<file path="src/rtl/textcon_seq.sv">
// textcon_seq: byte-stream console sequencer driving the character-write port of a 32x28 text display.
module textcon_seq #(
    parameter int         COLS  = 32,
    parameter int         ROWS  = 28,
    parameter logic [7:0] BLANK = 8'h20
) (
    input  logic        clk,
    input  logic        reset,
    input  logic        in_valid,
    input  logic [7:0]  in_data,
    output logic        in_ready,
    output logic        char_we,
    output logic [31:0] char_di,
    output logic [4:0]  cur_x,
    output logic [4:0]  cur_y,
    output logic        busy
);
    localparam logic [4:0] XMAX = 5'(COLS - 1);
    localparam logic [4:0] YMAX = 5'(ROWS - 1);

    typedef enum logic [1:0] {IDLE, PUT, CLR_LINE, CLR_ALL} state_t;

    state_t     r_state;
    logic       r_wrap;
    logic [4:0] r_sx;
    logic [4:0] r_sy;

    logic       w_take;
    logic       w_print;
    logic [4:0] w_ny;

    assign w_take  = in_valid && in_ready;
    assign w_print = (in_data >= 8'h20) && (in_data <= 8'h7E);
    assign w_ny    = (cur_y == YMAX) ? 5'd0 : cur_y + 5'd1;

    function automatic logic [31:0] word(input logic [4:0] x, input logic [4:0] y, input logic [7:0] c);
        return {8'h00, 3'b000, x, 3'b000, y, 1'b0, c[6:0]};
    endfunction

    // Leaving a clear jumps straight to IDLE on the last write so in_ready rises the cycle after it.
    always_ff @(posedge clk) begin
        if (reset) begin
            r_state  <= CLR_ALL;
            r_wrap   <= 1'b0;
            r_sx     <= 5'd0;
            r_sy     <= 5'd0;
            char_we  <= 1'b0;
            char_di  <= 32'd0;
            in_ready <= 1'b0;
            cur_x    <= 5'd0;
            cur_y    <= 5'd0;
            busy     <= 1'b1;
        end else begin
            case (r_state)
                IDLE: begin
                    char_we  <= 1'b0;
                    busy     <= 1'b0;
                    in_ready <= !w_take;
                    if (w_take) begin
                        if (w_print) begin
                            char_we <= 1'b1;
                            char_di <= word(cur_x, cur_y, in_data);
                            r_wrap  <= (cur_x == XMAX);
                            r_state <= PUT;
                            cur_x   <= (cur_x == XMAX) ? 5'd0 : cur_x + 5'd1;
                            if (cur_x == XMAX) cur_y <= w_ny;
                        end else if (in_data == 8'h0A) begin
                            cur_x   <= 5'd0;
                            cur_y   <= w_ny;
                            r_sx    <= 5'd0;
                            busy    <= 1'b1;
                            r_state <= CLR_LINE;
                        end else if (in_data == 8'h0D) begin
                            cur_x <= 5'd0;
                        end else if (in_data == 8'h08 && cur_x != 5'd0) begin
                            cur_x   <= cur_x - 5'd1;
                            char_we <= 1'b1;
                            char_di <= word(cur_x - 5'd1, cur_y, BLANK);
                            r_wrap  <= 1'b0;
                            r_state <= PUT;
                        end else if (in_data == 8'h0C) begin
                            cur_x   <= 5'd0;
                            cur_y   <= 5'd0;
                            r_sx    <= 5'd0;
                            r_sy    <= 5'd0;
                            busy    <= 1'b1;
                            r_state <= CLR_ALL;
                        end
                    end
                end
                PUT: begin
                    char_we <= 1'b0;
                    if (r_wrap) begin
                        r_sx    <= 5'd0;
                        busy    <= 1'b1;
                        r_state <= CLR_LINE;
                    end else begin
                        in_ready <= 1'b1;
                        r_state  <= IDLE;
                    end
                end
                CLR_LINE: begin
                    char_we <= 1'b1;
                    char_di <= word(r_sx, cur_y, BLANK);
                    r_sx    <= r_sx + 5'd1;
                    if (r_sx == XMAX) r_state <= IDLE;
                end
                CLR_ALL: begin
                    char_we <= 1'b1;
                    char_di <= word(r_sx, r_sy, BLANK);
                    r_sx    <= (r_sx == XMAX) ? 5'd0 : r_sx + 5'd1;
                    if (r_sx == XMAX) r_sy <= (r_sy == YMAX) ? 5'd0 : r_sy + 5'd1;
                    if (r_sx == XMAX && r_sy == YMAX) r_state <= IDLE;
                end
            endcase
        end
    end
endmodule

</file>
<file path="config.mk">
export PLATFORM = sky130hd
export DESIGN_NAME = textcon_seq
export DESIGN_NICKNAME = d
export VERILOG_FILES = /design/src/rtl/textcon_seq.sv
export SDC_FILE = /design/constraint.sdc
export NUM_CORES = 1
export LEC_CHECK = 0
export BUFFER_PORTS_ARGS = -buffer_cell sky130_fd_sc_hd__buf_4
export CAP_MARGIN = 15
export CELL_PAD_IN_SITES_DETAIL_PLACEMENT = 1
export CELL_PAD_IN_SITES_GLOBAL_PLACEMENT = 1
export CORE_MARGIN = 2
export CORE_UTILIZATION = 43
export DETAILED_ROUTE_END_ITERATION = 16
export GPL_TIMING_DRIVEN = 0
export PLACE_DENSITY = 0.91
export SLEW_MARGIN = 20
export SYNTH_ARGS = -nofsm -noshare
export SYNTH_HDL_FRONTEND = slang
export SYNTH_SLANG_ARGS = --single-unit
export TNS_END_PERCENT = 100
</file>
<file path="constraint.sdc">
create_clock -name clk -period 3.71 [get_ports clk]
set_clock_uncertainty 0.2 [all_clocks]
set_input_delay 0.742 -clock clk [delete_from_list [all_inputs] [get_ports clk]]
set_output_delay 0.742 -clock clk [all_outputs]
set_load 0.05 [all_outputs]
</file>
* After elaboration in Yosys (flattened, before gate mapping)
Index checks and enable logic that the tools add are counted.
Storage, ports and cells: register bits after elaboration 58, input bits 11, output and inout port bits 45, word-level logic and storage cells 135
Operators by class: $add $sub $neg 5, $lt $le $gt $ge 2, eq/ne operators 35, muxes and demuxes 60, reduce and logical (&&, ||, !) cells 23
Operator list (count):
- 32-bit 2-to-1 mux | 5
- 5-bit 2-to-1 mux | 22
- 32-bit one-hot mux with 3 select lines | 1
- 8-bit by 4-bit equality test with 1-bit output, second input constant | 4
- 2-bit inequality test, second input constant | 13
- 3-bit inequality test, second input constant | 8
- 5-bit by 1-bit adder with 5-bit output, second input constant | 4
- 5-bit equality test, second input constant | 4
- 5-bit one-hot mux with 4 select lines | 1
- 2-bit 2-to-1 mux | 9
- 1-bit 2-to-1 mux | 17
- 5-bit AND reduction | 3
- 6-bit AND reduction | 2
- 5-bit one-hot mux with 2 select lines | 1
- 5-bit nonzero test | 2
- 8-bit by 6-bit greater-or-equal comparator with 1-bit output, second input constant | 1
- 8-bit by 7-bit <= comparator with 1-bit output, second input constant | 1
- 2-bit one-hot mux with 4 select lines | 1
- 8-bit AND reduction | 1
- 2-bit nonzero test | 3
- 3-bit nonzero test | 2
- 5-bit inequality test, second input constant | 1
- 5-bit by 1-bit subtractor with 5-bit output, second input constant | 1
- 2-bit equality test, second input constant | 2
- other kinds (11) | 16

* Longest topological paths before layout
depth after elaboration 8, depth in mapped cells 9, mapped depth without buffers 8

* Least setup slack after synthesis
Ideal clock, no wire load.
path kind register to register, from register cur_x[0], to register cur_x[4], library setup time 0.117 ns, arrival time 2.143 ns, data required time 3.393 ns, path slack 1.250 ns, cell stages (with the launch flop) 8, path buffers 0, clock period less this slack 2.460 ns, cells stage by stage dfxtp_1 inv_1 ha_1 or4b_4 o2111ai_2 a31oi_4 o21ai_0 a32o_1
On the way: word-level cells in the longest chain between the ends 6, elaborated cells between the ends (all ways) 12, classes of those cells 2 x add/sub; 1 x eq/ne; 5 x mux; 4 x reduce/logical
RTL lines:
- from (decl) | RTL line 14 | output logic [4:0] cur_x,
- from (signal assigned) | RTL line 65 | cur_x <= (cur_x == XMAX) ? 5'd0 : cur_x + 5'd1;
- from (signal assigned) | RTL line 76 | cur_x <= cur_x - 5'd1;
- branches (longest 6 deep; another with 5-bit by 1-bit subtractor with 5-bit output)
Parallel ways; which one is timed is not known. A chain may end at the register's enable or synchronous reset.

* Final worst setup path
from register r_sx[0], to register r_sy[4]
On the way: word-level cells in the longest chain between the ends 3
RTL lines:
- from (decl) | RTL line 25 | logic [4:0] r_sx;
- from (signal assigned) | RTL line 105 | r_sx <= r_sx + 5'd1;
- from (signal assigned) | RTL line 111 | r_sx <= (r_sx == XMAX) ? 5'd0 : r_sx + 5'd1;
- 5-bit equality test | RTL line 112 | if (r_sx == XMAX) r_sy <= (r_sy == YMAX) ? 5'd0 : r_sy + 5'd1;
- 2-bit inequality test (no line)
- 8-bit AND reduction (no line)
- to (signal assigned) | RTL line 112
- to (decl) | RTL line 26 | logic [4:0] r_sy;
No other way between the ends.

==> key figures <==
Power
  – Clk pwr share: 38.5%
  – Reg power frac: 48.2%
  – Leak: 1.21 nW
  – Power per Cell Area: 322 nW/um^2
  – Max IR drop VDD: 0.193 mV
  – Combinational share of power: 13.3%
  – Sw Pwr: 0.000280 W
  – Switching share of power: 28.3%
  – Pint: 0.000708 W

Worst setup path
  – Worst path buffer plus inverter count: 1
  – Crit path max fanout: 8
  – Worst reg2reg setup slack: 1070 ps
  – Crit end category: flip-flop
  – Crit path max-delay family: simple AND/OR/NAND/NOR gates
  – RR Endpoint: r_sy[4]
  – R2r worst-path depth: 9
  – Worst stage delay on the critical path: 440 ps
  – Critical-path top delay cell: dfxtp_1
  – Critical path startpoint category: flip-flop
  – Critical path required time: 3750 ps
  – Worst flop-to-flop path startpoint: r_sx[0]
  – Crit Path Class: reg2reg
  – Crit-path cells: ha_1, and3_1, ha_1, clkbuf_1, nand2_1, nand2_1, o21ai_1, or3_1, a21oi_1
  – CP arrival: 2680 ps

Detailed routing
  – Routed wire length: 7620 microns
  – Antenna Nets Post-Route: 0
  – Wire per inst: 17.4 microns
  – First DRT Iteration DRCs: 88
  – Drt via density: 5.79
  – Initial DRT Pass Iterations: 4
  – DR top layer: met4
  – DR WL met2: 3760 microns
  – Routed length on met3: 311 microns
  – Via count: 2534
  – M1 WL: 3430 microns
  – Remaining DRCs: 0

Logic synthesis
  – Sequential area share after synthesis: 34.0%
  – Main synth FF type: dfxtp_1
  – Number of enable flip-flop cells after synthesis: 0
  – Cells after synthesis: 307
  – Register bit count reported by yosys: 43
  – Synth Area per Inst: 8.24 sq um
  – Synth unique cells: 58
  – Async set or reset register ratio after synthesis: 0%
  – Ys Warns: 0
  – Leading area contributor after synthesis: dfxtp_1
  – Post-synth top area share: 34.0%
  – Leading post-synthesis cells by cell area: dfxtp_1 34%, buf_4 5.0%, a21oi_1 4.9%
  – Netlist Area Pre-Place: 2530 sq um

Final layout
  – Layout cells sized above 1: 22.1%
  – Area Growth Syn to Fin: 21.1%
  – Commonest non-fill, non-tap cell in the layout: buf_4
  – Final nets: 383
  – # diodes: 0
  – Most frequent cells in the layout: 54 x buf_4, 43 x dfxtp_1, 32 x nand2_1
  – Finished Core Util: 54.6%
  – Post-route insts no fill: 438

STA
  – Crit path time final: 2640 ps
  – Max Clock Freq: 379 MHz
  – Setup Viol. Count Final: 0
  – Setup repair after global routing missed its margin: false
  – Total negative setup slack: 0 ps
  – Final number of hold-violating endpoints: 0
  – Slew margin rel.: 58.8%
  – Final Cycle Share: 71.2%
  – Slack of the critical path: 1070 ps
  – Worst Tran Pin Value: 617 ps
  – Fin. max-slew vios: 0

Clocking
  – H-tree depth: 2
  – Longest Clk Path Bufs: 2
  – Num CTS Buffers: 5
  – Clock root cell: clkbuf_8
  – TritonCTS clock tree: done
  – CTS clk-pin slew, worst paths: 90 ps
  – Setup bufs post-CTS: 0
  – Clock insertion delay at the later pin of the skew report: 310 ps
  – CTS sink count: 43
  – Resized cells post-CTS: 0
  – Hold-fix buffers, CTS: 0

Hold path
  – Worst hold endpoint: char_di[3]
  – Hold Crit Depth: 2
  – Hold WC Path Type: reg2reg
  – Beginning of the worst hold path: char_di[3]

Die
  – Rows: 27
  – I/O pins: 56
  – Core box area: 5610 sq um
  – Die W: 80.7 microns
  – Full die area: 6520 sq um
  – Initial Util: 45.1%
  – Die Height: 80.7 microns

Global routing
  – Total gr overflow: 0
  – Global-route wire length before repair: 12400 microns
  – Gr usage total: 24.6%
  – Largest net degree at the start of global routing: 15
  – Vias in the first global route: 2537
  – Initial antenna violation count: 0

Status
  – Status: finished clean

Placed design
  – DP HPWL: 5720 microns
  – Gp weighted congestion: 0.915
  – Port Buffers: 37
  – DP Cell Count: 430
  – Pre-CTS setup slack: 976 ps

Run
  – MaxCap Viol Count: 0
-- Yosys cell counts, types with 2 or more instances --
cell and count:
o21ai_0 11, o221ai_1 2, dfxtp_1 43, xor2_1 4, a41oi_1 2, a31oi_1 3
o31ai_1 2, nand3_1 22, buf_6 3, nor2_1 22, o211ai_1 3, nand2_1 32
ha_1 7, buf_4 17, or3_1 4, a21boi_0 4, o21ai_1 4, mux2i_1 2
and3_1 4, and4b_1 2, a21oi_1 25, clkbuf_1 12, nand2b_1 4, o32ai_1 4
nor2b_1 3, a32o_1 2, a22oi_1 2, o21a_1 2, nand4_1 7, a311oi_1 6
nor3_1 13, inv_1 8
-- tightest hold or removal path, delay by kind of cell, from the launching register on --
| family | cells | cell delay (ps) |
|---|---|---|
| AO/OA/AOI/OAI | 1 | 50 |
| flip-flops | 1 | 330 |
| AND/OR/NAND/NOR | 1 | 50 |
-- metal layers --
| metal | global-route usage (%) | up-vias |
|---|---|---|
| met2 | 44.6 | 69 |
| met5 | 0 | - |
| li1 | - | 1212 |
| met4 | 6.61 | 0 |
| met3 | 4.27 | 16 |
| met1 | 29.9 | 1237 |
-- area by class of cell --
cell class | instances | area (sq um)
Multi-Input combinational cell | 237 | 1480
Fill cell | 704 | 2540
Clock inverter | 3 | 43.8
Inverter | 8 | 30.0
Tap cell | 72 | 90.1
Clock buffer | 5 | 68.8
Sequential cell | 43 | 861
Timing Repair Buffer | 37 | 278
Buffer | 33 | 211
-- stage by stage --
step | power (W) | hold WS (ps) | area, sq um
6_report | 0.000987 | 272 | 3060
5_1_grt | 0.00102 | 301 | 3060
4_1_cts | 0.000983 | 269 | 3060
3_5_place_dp | 0.000616 | 252 | 2950
3_3_place_gp | 0.000612 | 246 | 2950
2_1_floorplan | 0.000583 | 262 | 2580
-- state kept, by name, indices dropped and copies added (netlist names) --
name and flops:
char_di 17, cur_x 5, cur_y 5, r_sx 5
r_sy 5, r_state 2, busy 1, char_we 1
in_ready 1, r_wrap 1
-- worst max-delay path by stage --
| stage | startpoint | end | cells after the start |
|---|---|---|---|
| finish | r_sx[0] | r_sy[4] | 9 |
| global route | r_sx[0] | r_sy[4] | 9 |
| CTS | r_sx[0] | r_sy[4] | 9 |
| detailed placement | in_data[1] | char_di[17] | 7 |
| global placement | in_data[1] | char_di[17] | 7 |
| floorplan | cur_x[0] | cur_x[4] | 7 |
-- cells by family (layout without fill, tap and decap cells) --
kind of cell | Yosys count | after routing | synth area share, %
adders and majority gates | 7 | 7 | 3.46
buffers and inverters | 41 | 86 | 9.54
and+or+nand+nor | 122 | 122 | 25.1
other | 1 | 15 | 0.148
AOI/OAI and AO/OA | 85 | 85 | 24.8
xor gates and xnor gates | 5 | 5 | 1.73
DFF | 43 | 43 | 34.0
muxes | 3 | 3 | 1.24
-- power by group through the flow --
stage               clock [W]  sequential (W)  combinational (W)
floorplan                   0        0.000496          0.0000867
global placement            0        0.000486           0.000126
detailed placement          0        0.000486           0.000130
CTS                  0.000378        0.000476           0.000130
global route         0.000402        0.000477           0.000139
finish               0.000380        0.000476           0.000131
No activity file was read; power rests on OpenSTA's default activity.
